==> config.mk <==
export PLATFORM = sky130hd
export DESIGN_NAME = ycbcr_to_rgb
export DESIGN_NICKNAME = d
export VERILOG_FILES = /design/src/rtl/ycbcr_to_rgb_pkg.sv /design/src/rtl/ycc_clamp8.sv /design/src/rtl/ycbcr_to_rgb.sv
export SDC_FILE = /design/constraint.sdc
export NUM_CORES = 1
export LEC_CHECK = 0
export ABC_CLOCK_PERIOD_IN_PS = 7740
export BUFFER_PORTS_ARGS = -buffer_cell sky130_fd_sc_hd__buf_2
export CAP_MARGIN = 20
export CELL_PAD_IN_SITES_DETAIL_PLACEMENT = 1
export CELL_PAD_IN_SITES_GLOBAL_PLACEMENT = 2
export CORE_ASPECT_RATIO = 0.5
export CORE_MARGIN = 8
export CORE_UTILIZATION = 40
export DETAILED_ROUTE_END_ITERATION = 8
export PLACE_DENSITY_LB_ADDON = 0.25
export SETUP_SLACK_MARGIN = 0.2
export SKIP_CTS_REPAIR_TIMING = 1
export SYNTH_ARGS = -nofsm -noshare
export SYNTH_HDL_FRONTEND = slang
export SYNTH_HIERARCHICAL = 1
export SYNTH_SLANG_ARGS = --single-unit
export TNS_END_PERCENT = 30
==> constraint.sdc <==
create_clock -name clk -period 7.74 [get_ports clk]
set_input_delay 1.161 -clock clk [delete_from_list [all_inputs] [get_ports clk]]
set_output_delay 1.161 -clock clk [all_outputs]
set_load 0.02 [all_outputs]
==> src/rtl/ycbcr_to_rgb_pkg.sv <==
// ============================================================
// ycbcr_to_rgb_pkg : pixel constants and BT.601 coefficients
// Rev 1.0
// ============================================================
`default_nettype none

package ycbcr_to_rgb_pkg;

  localparam int CH_W       = 8;
  localparam int CHROMA_OFS = 128;

  // Shared with the RGB-to-YCbCr encoder so both directions stay consistent.
  localparam int FRAC_DEFAULT  = 8;
  localparam int C_RCR_DEFAULT = 359;
  localparam int C_GCB_DEFAULT = 88;
  localparam int C_GCR_DEFAULT = 183;
  localparam int C_BCB_DEFAULT = 454;

  localparam int PROD_W = 20;
  localparam int SUM_W  = 12;

  // Round-half-up then floor shift back to integer pixel units.
  function automatic logic signed [SUM_W-1:0] round_frac(
    input logic signed [PROD_W-1:0] p,
    input int                       frac
  );
    logic signed [PROD_W:0] ps;
    ps = (PROD_W+1)'(p) + (PROD_W+1)'(1 << (frac - 1));
    return SUM_W'(ps >>> frac);
  endfunction

endpackage

`default_nettype wire

==> src/rtl/ycc_clamp8.sv <==
// ============================================================
// ycc_clamp8 : saturate a signed sum into an unsigned channel
// Rev 1.0
// ============================================================
`default_nettype none

module ycc_clamp8
  import ycbcr_to_rgb_pkg::*;
#(
  parameter int IN_W = SUM_W
) (
  input  logic signed [IN_W-1:0] sum_in,
  output logic        [CH_W-1:0] sat_out
);

  localparam logic signed [IN_W-1:0] MAX_V = IN_W'((1 << CH_W) - 1);

  always_comb begin
    sat_out = sum_in[CH_W-1:0];
    if (sum_in[IN_W-1]) begin
      sat_out = '0;
    end else if (sum_in > MAX_V) begin
      sat_out = '1;
    end
  end

endmodule

`default_nettype wire

==> src/rtl/ycbcr_to_rgb.sv <==
// ============================================================
// ycbcr_to_rgb : 3-stage full-range BT.601 YCbCr to RGB converter
// Rev 1.0
// ============================================================
`default_nettype none

module ycbcr_to_rgb
  import ycbcr_to_rgb_pkg::*;
#(
  parameter int FRAC  = FRAC_DEFAULT,
  parameter int C_RCR = C_RCR_DEFAULT,
  parameter int C_GCB = C_GCB_DEFAULT,
  parameter int C_GCR = C_GCR_DEFAULT,
  parameter int C_BCB = C_BCB_DEFAULT
) (
  input  logic            clk,
  input  logic            rst,
  input  logic            in_valid,
  output logic            in_ready,
  input  logic [CH_W-1:0] luma_ch,
  input  logic [CH_W-1:0] cb_ch,
  input  logic [CH_W-1:0] cr_ch,
  output logic            out_valid,
  input  logic            out_ready,
  output logic [CH_W-1:0] red_ch,
  output logic [CH_W-1:0] green_ch,
  output logic [CH_W-1:0] blue_ch
);

  logic                     adv;
  logic                     v1_q, v1_d, v2_q, v2_d, v3_q, v3_d;
  logic        [CH_W-1:0]   y1_q, y1_d, y2_q, y2_d;
  logic signed [CH_W:0]     cbd_q, cbd_d, crd_q, crd_d;
  logic signed [PROD_W-1:0] pr_q, pr_d, pg_q, pg_d, pb_q, pb_d;
  logic        [CH_W-1:0]   red_q, red_d, green_q, green_d, blue_q, blue_d;
  logic signed [SUM_W-1:0]  r_sum, g_sum, b_sum;
  logic        [CH_W-1:0]   r_sat, g_sat, b_sat;

  // Whole pipeline moves as one: a stalled output freezes every stage.
  assign adv      = !v3_q || out_ready;
  assign in_ready = adv;

  assign r_sum = $signed({{(SUM_W-CH_W){1'b0}}, y2_q}) + round_frac(pr_q, FRAC);
  assign g_sum = $signed({{(SUM_W-CH_W){1'b0}}, y2_q}) + round_frac(pg_q, FRAC);
  assign b_sum = $signed({{(SUM_W-CH_W){1'b0}}, y2_q}) + round_frac(pb_q, FRAC);

  ycc_clamp8 #(.IN_W(SUM_W)) u_clamp_r (.sum_in(r_sum), .sat_out(r_sat));
  ycc_clamp8 #(.IN_W(SUM_W)) u_clamp_g (.sum_in(g_sum), .sat_out(g_sat));
  ycc_clamp8 #(.IN_W(SUM_W)) u_clamp_b (.sum_in(b_sum), .sat_out(b_sat));

  always_comb begin
    v1_d    = v1_q;
    y1_d    = y1_q;
    cbd_d   = cbd_q;
    crd_d   = crd_q;
    v2_d    = v2_q;
    y2_d    = y2_q;
    pr_d    = pr_q;
    pg_d    = pg_q;
    pb_d    = pb_q;
    v3_d    = v3_q;
    red_d   = red_q;
    green_d = green_q;
    blue_d  = blue_q;
    if (adv) begin
      v1_d    = in_valid;
      y1_d    = luma_ch;
      cbd_d   = (CH_W+1)'($signed({1'b0, cb_ch}) - CHROMA_OFS);
      crd_d   = (CH_W+1)'($signed({1'b0, cr_ch}) - CHROMA_OFS);
      v2_d    = v1_q;
      y2_d    = y1_q;
      pr_d    = PROD_W'(C_RCR * crd_q);
      pg_d    = PROD_W'(-(C_GCB * cbd_q) - (C_GCR * crd_q));
      pb_d    = PROD_W'(C_BCB * cbd_q);
      v3_d    = v2_q;
      red_d   = r_sat;
      green_d = g_sat;
      blue_d  = b_sat;
    end
  end

  always_ff @(posedge clk or posedge rst) begin
    if (rst) begin
      v1_q    <= 1'b0;
      y1_q    <= '0;
      cbd_q   <= '0;
      crd_q   <= '0;
      v2_q    <= 1'b0;
      y2_q    <= '0;
      pr_q    <= '0;
      pg_q    <= '0;
      pb_q    <= '0;
      v3_q    <= 1'b0;
      red_q   <= '0;
      green_q <= '0;
      blue_q  <= '0;
    end else begin
      v1_q    <= v1_d;
      y1_q    <= y1_d;
      cbd_q   <= cbd_d;
      crd_q   <= crd_d;
      v2_q    <= v2_d;
      y2_q    <= y2_d;
      pr_q    <= pr_d;
      pg_q    <= pg_d;
      pb_q    <= pb_d;
      v3_q    <= v3_d;
      red_q   <= red_d;
      green_q <= green_d;
      blue_q  <= blue_d;
    end
  end

  assign out_valid = v3_q;
  assign red_ch    = red_q;
  assign green_ch  = green_q;
  assign blue_ch   = blue_q;

endmodule

`default_nettype wire

==> summary by stage <==
Cells and area
The post-layout utilization of the core is 0.445. The net count of the finished layout is 1668. The number of antenna diodes is 0. The filler cells instantiated in the layout total 3293. Relative to the synthesized area, the layout overhead comes to 8.40%. Of the cells placed in the final design, the portion with a size suffix greater than 1 is 0.0715.

Drt
The remaining antenna violation count after routing is 0. The number of violations reported at the end of detailed-routing iteration 0 is roughly 370. After detailed routing, the number of vias per cell comes to 5.07. For this run, the detailed router's first-pass iteration total came to 4. The routed layout has 8820 vias. In the routed design, unresolved DRC markers number 0.

For this block, the routed nets add up to around 29000 um of wire. The average wire length per cell after detail routing is between 15 and 20 um.

Setup path
STA classifies the critical path endpoint as a flip-flop. The setup path with the least slack is of type reg2reg. The worst path arrival time is slightly above 7 ns. The biggest fanout along the worst timing path is 7. The critical path data required time is 7.99 ns. STA classifies the critical path startpoint as a flip-flop.

CTS
The number of buffers created by CTS is 9. The number of levels the H-tree was split into is 3. The clock latency on the worst-skew pair is 0.37 ns. The number of buffers on the longest clock path is 2. The buffer cell driving the clock tree root is clkbuf_16. The clock-pin slew on the worst setup and hold paths is 0.08 ns. The number of clock sinks is 96. TritonCTS built the clock tree.

Timing
The post-layout minimum cycle time is 6.80 ns. The number of max-slew violations in the final report came to 0. The peak clock frequency supported by timing is approximately 0.15 GHz. The final hold violation count is 0.

The remaining max-slew budget at the tightest pin is 0.442. Of the available clock period, the critical path in the final layout requires 0.879. The final-report setup violation count is 0. In the final timing run, aggregate negative setup slack is 0 ns.

Setup repair after global routing left no endpoint under its margin. The slew at the pin closest to its max-slew limit is 0.836 ns. The largest clock skew in the final design is between 0.007 and 0.008 ns.

Synthesis
The total nets after synthesis is ~1600. The most used flip-flop cell after synthesis is dfrtp_1. After synthesis, the share of flip-flops with an asynchronous set or reset is 1.00. The count of cell types in the netlist is 66. During synthesis, Yosys emitted a total of 6 warnings. The count of flip-flops with a built-in enable after synthesis is 0. The post-synthesis sequential area ratio is 0.209. In this run the mean area of a mapped cell was ~8.7 um^2. The synthesis-stage register bit count is between 90 and 100. The synthesized area is approximately 0.011 mm^2.

The cell count after synthesis came out at 1317.

Floorplan
In this run the vertical extent of the chip is between 100 and 150 um. The core area is around 0.028 mm^2. After floorplanning, the core was divided into 43 placement rows. The floorplan die area is between 0.03 and 0.04 mm^2.

The I/O pin count is 54. The initial core utilization is 0.411. The floorplan die width is between 200 and 300 um.

Placement
In this run the tool buffered the top-level ports with 53 buffer cells. The final weighted congestion in routability-driven placement is 0.864. The detailed placer's ending HPWL is around 24000 um.

GRT
Entering global routing, the biggest net connects 66 pins. For this run the aggregate overflow at the end of global routing stands at 0. The first global-routing pass estimated 49400 um of wire. The number of global-route vias before repair is 9439. The number of antenna violations at the first check in global routing was 0. In the global route stage, overall resource usage came out at 0.174.

Hold path
The worst min-delay path class is reg2reg.

Run
The max-capacitance violation count is 0.

Outcome
The run finished with clean final reports.
==> layout make-up <==
cell class	instances	area, um^2	area share
clock inverter	7	88.8	0.00715
clock buffer	9	225	0.0181
tap	382	478	0.0384
multi-input combinational	982	8160	0.657
inverter	205	773	0.0622
sequential	96	2400	0.193
timing repair buffer	58	303	0.0244
==> worst max-delay path: stages, from the launching register on <==
cell and delay [ns]:
dfrtp_1 0.49, ha_1 0.38, fa_1 0.47, ha_1 0.35, nor2b_1 0.15, o21a_1 0.18, o21a_1 0.20, o21ai_0 0.15
nand2b_1 0.08, xor2_1 0.15, ha_1 0.20, fa_1 0.49, fa_1 0.54, inv_1 0.06, fa_1 0.54, inv_1 0.06
fa_1 0.53, inv_1 0.04, ha_1 0.33, and2_1 0.17, a221oi_1 0.32, nand2_1 0.17, a211oi_1 0.39, or4b_2 0.20
nand3_1 0.06
==> cells by family after synthesis <==
family | Yosys count | synth area share
AOI/OAI and AO/OA | 224 | 0.125
xor gates and xnor gates | 92 | 0.0703
adders and majority gates | 288 | 0.369
buffers and inverters | 239 | 0.0795
DFF | 96 | 0.209
muxes | 1 | 0.000873
and+or+nand+nor | 377 | 0.146
==> registers in the layout, indices dropped and copies added, names as in the netlist <==
register / cells
v1_q: 1
pr_q: 12
y2_q: 8
crd_q: 8
pb_q: 12
blue_ch: 8
pg_q: 13
out_valid: 1
y1_q: 8
v2_q: 1
cbd_q: 8
green_ch: 8
red_ch: 8
==> metal layers <==
layer,global-route usage,up-vias,wire [um]
met1,0.255,4313,15400
met4,0.0340,0,296
met3,0.0314,22,1310
met5,0,-,0
met2,0.266,90,12200
li1,-,4395,-
==> Yosys cell counts (7+ instances only) <==
library cell / count / area (um^2)
nand2_1: 193 / 724
xnor2_1: 58 / 508
o21a_1: 16 / 120
o21ai_0: 51 / 255
nor2_1: 81 / 304
and3_1: 9 / 56.3
nand2b_1: 8 / 50.1
a21o_1: 13 / 97.6
buf_1: 10 / 37.5
o211ai_1: 7 / 52.6
ha_1: 204 / 2550
nand3_1: 21 / 105
dfrtp_1: 96 / 2400
fa_1: 84 / 1680
nand4_1: 10 / 62.6
clkbuf_1: 20 / 75.1
nor2b_1: 8 / 50.1
a21oi_1: 78 / 390
nor3_1: 16 / 80.1
a211oi_1: 10 / 75.1
inv_1: 203 / 762
xor2_1: 34 / 298
==> placed cells by master, fill, tap and decap left out, types with 9 or more instances in the layout <==
| cell | instances |
|---|---|
| buf_2 | 53 |
| a211oi_1 | 10 |
| xnor2_1 | 58 |
| nor3_1 | 16 |
| o21ai_0 | 51 |
| xor2_1 | 34 |
| and3_1 | 9 |
| ha_1 | 204 |
| nor2_1 | 81 |
| clkbuf_16 | 9 |
| inv_1 | 202 |
| dfrtp_1 | 96 |
| a21o_1 | 13 |
| nand2_1 | 193 |
| nand3_1 | 21 |
| nand4_1 | 10 |
| o21a_1 | 16 |
| a21oi_1 | 78 |
| fa_1 | 84 |
==> worst paths after layout <==
path                       cells after the start  startpoint  slack, ns    endpoint
min in group asynchronous                      2         rst       0.84  blue_ch[2]
min reg2reg                                    2  blue_ch[5]       0.46  blue_ch[5]
min                                            2  blue_ch[5]       0.46  blue_ch[5]
max                                           24    cbd_q[1]       0.94    pg_q[17]
max reg2reg                                   24    cbd_q[1]       0.94    pg_q[17]
max in group asynchronous                      3         rst       5.67    pr_q[14]
==> through the flow <==
step	std cells	setup WS (ns)	hold slack (ns)	area, um^2
floorplan	1317	1.42	0.430	11500
global placement	1723	1.06	0.446	12100
detailed placement	1723	0.902	0.453	12100
CTS	1739	0.893	0.469	12400
global route	1739	0.473	0.490	12400
finish	1739	0.935	0.460	12400
Power is left out: the tool's default activity adds up to more than one toggle a clock period on the data nets, which glitch-free logic cannot reach.
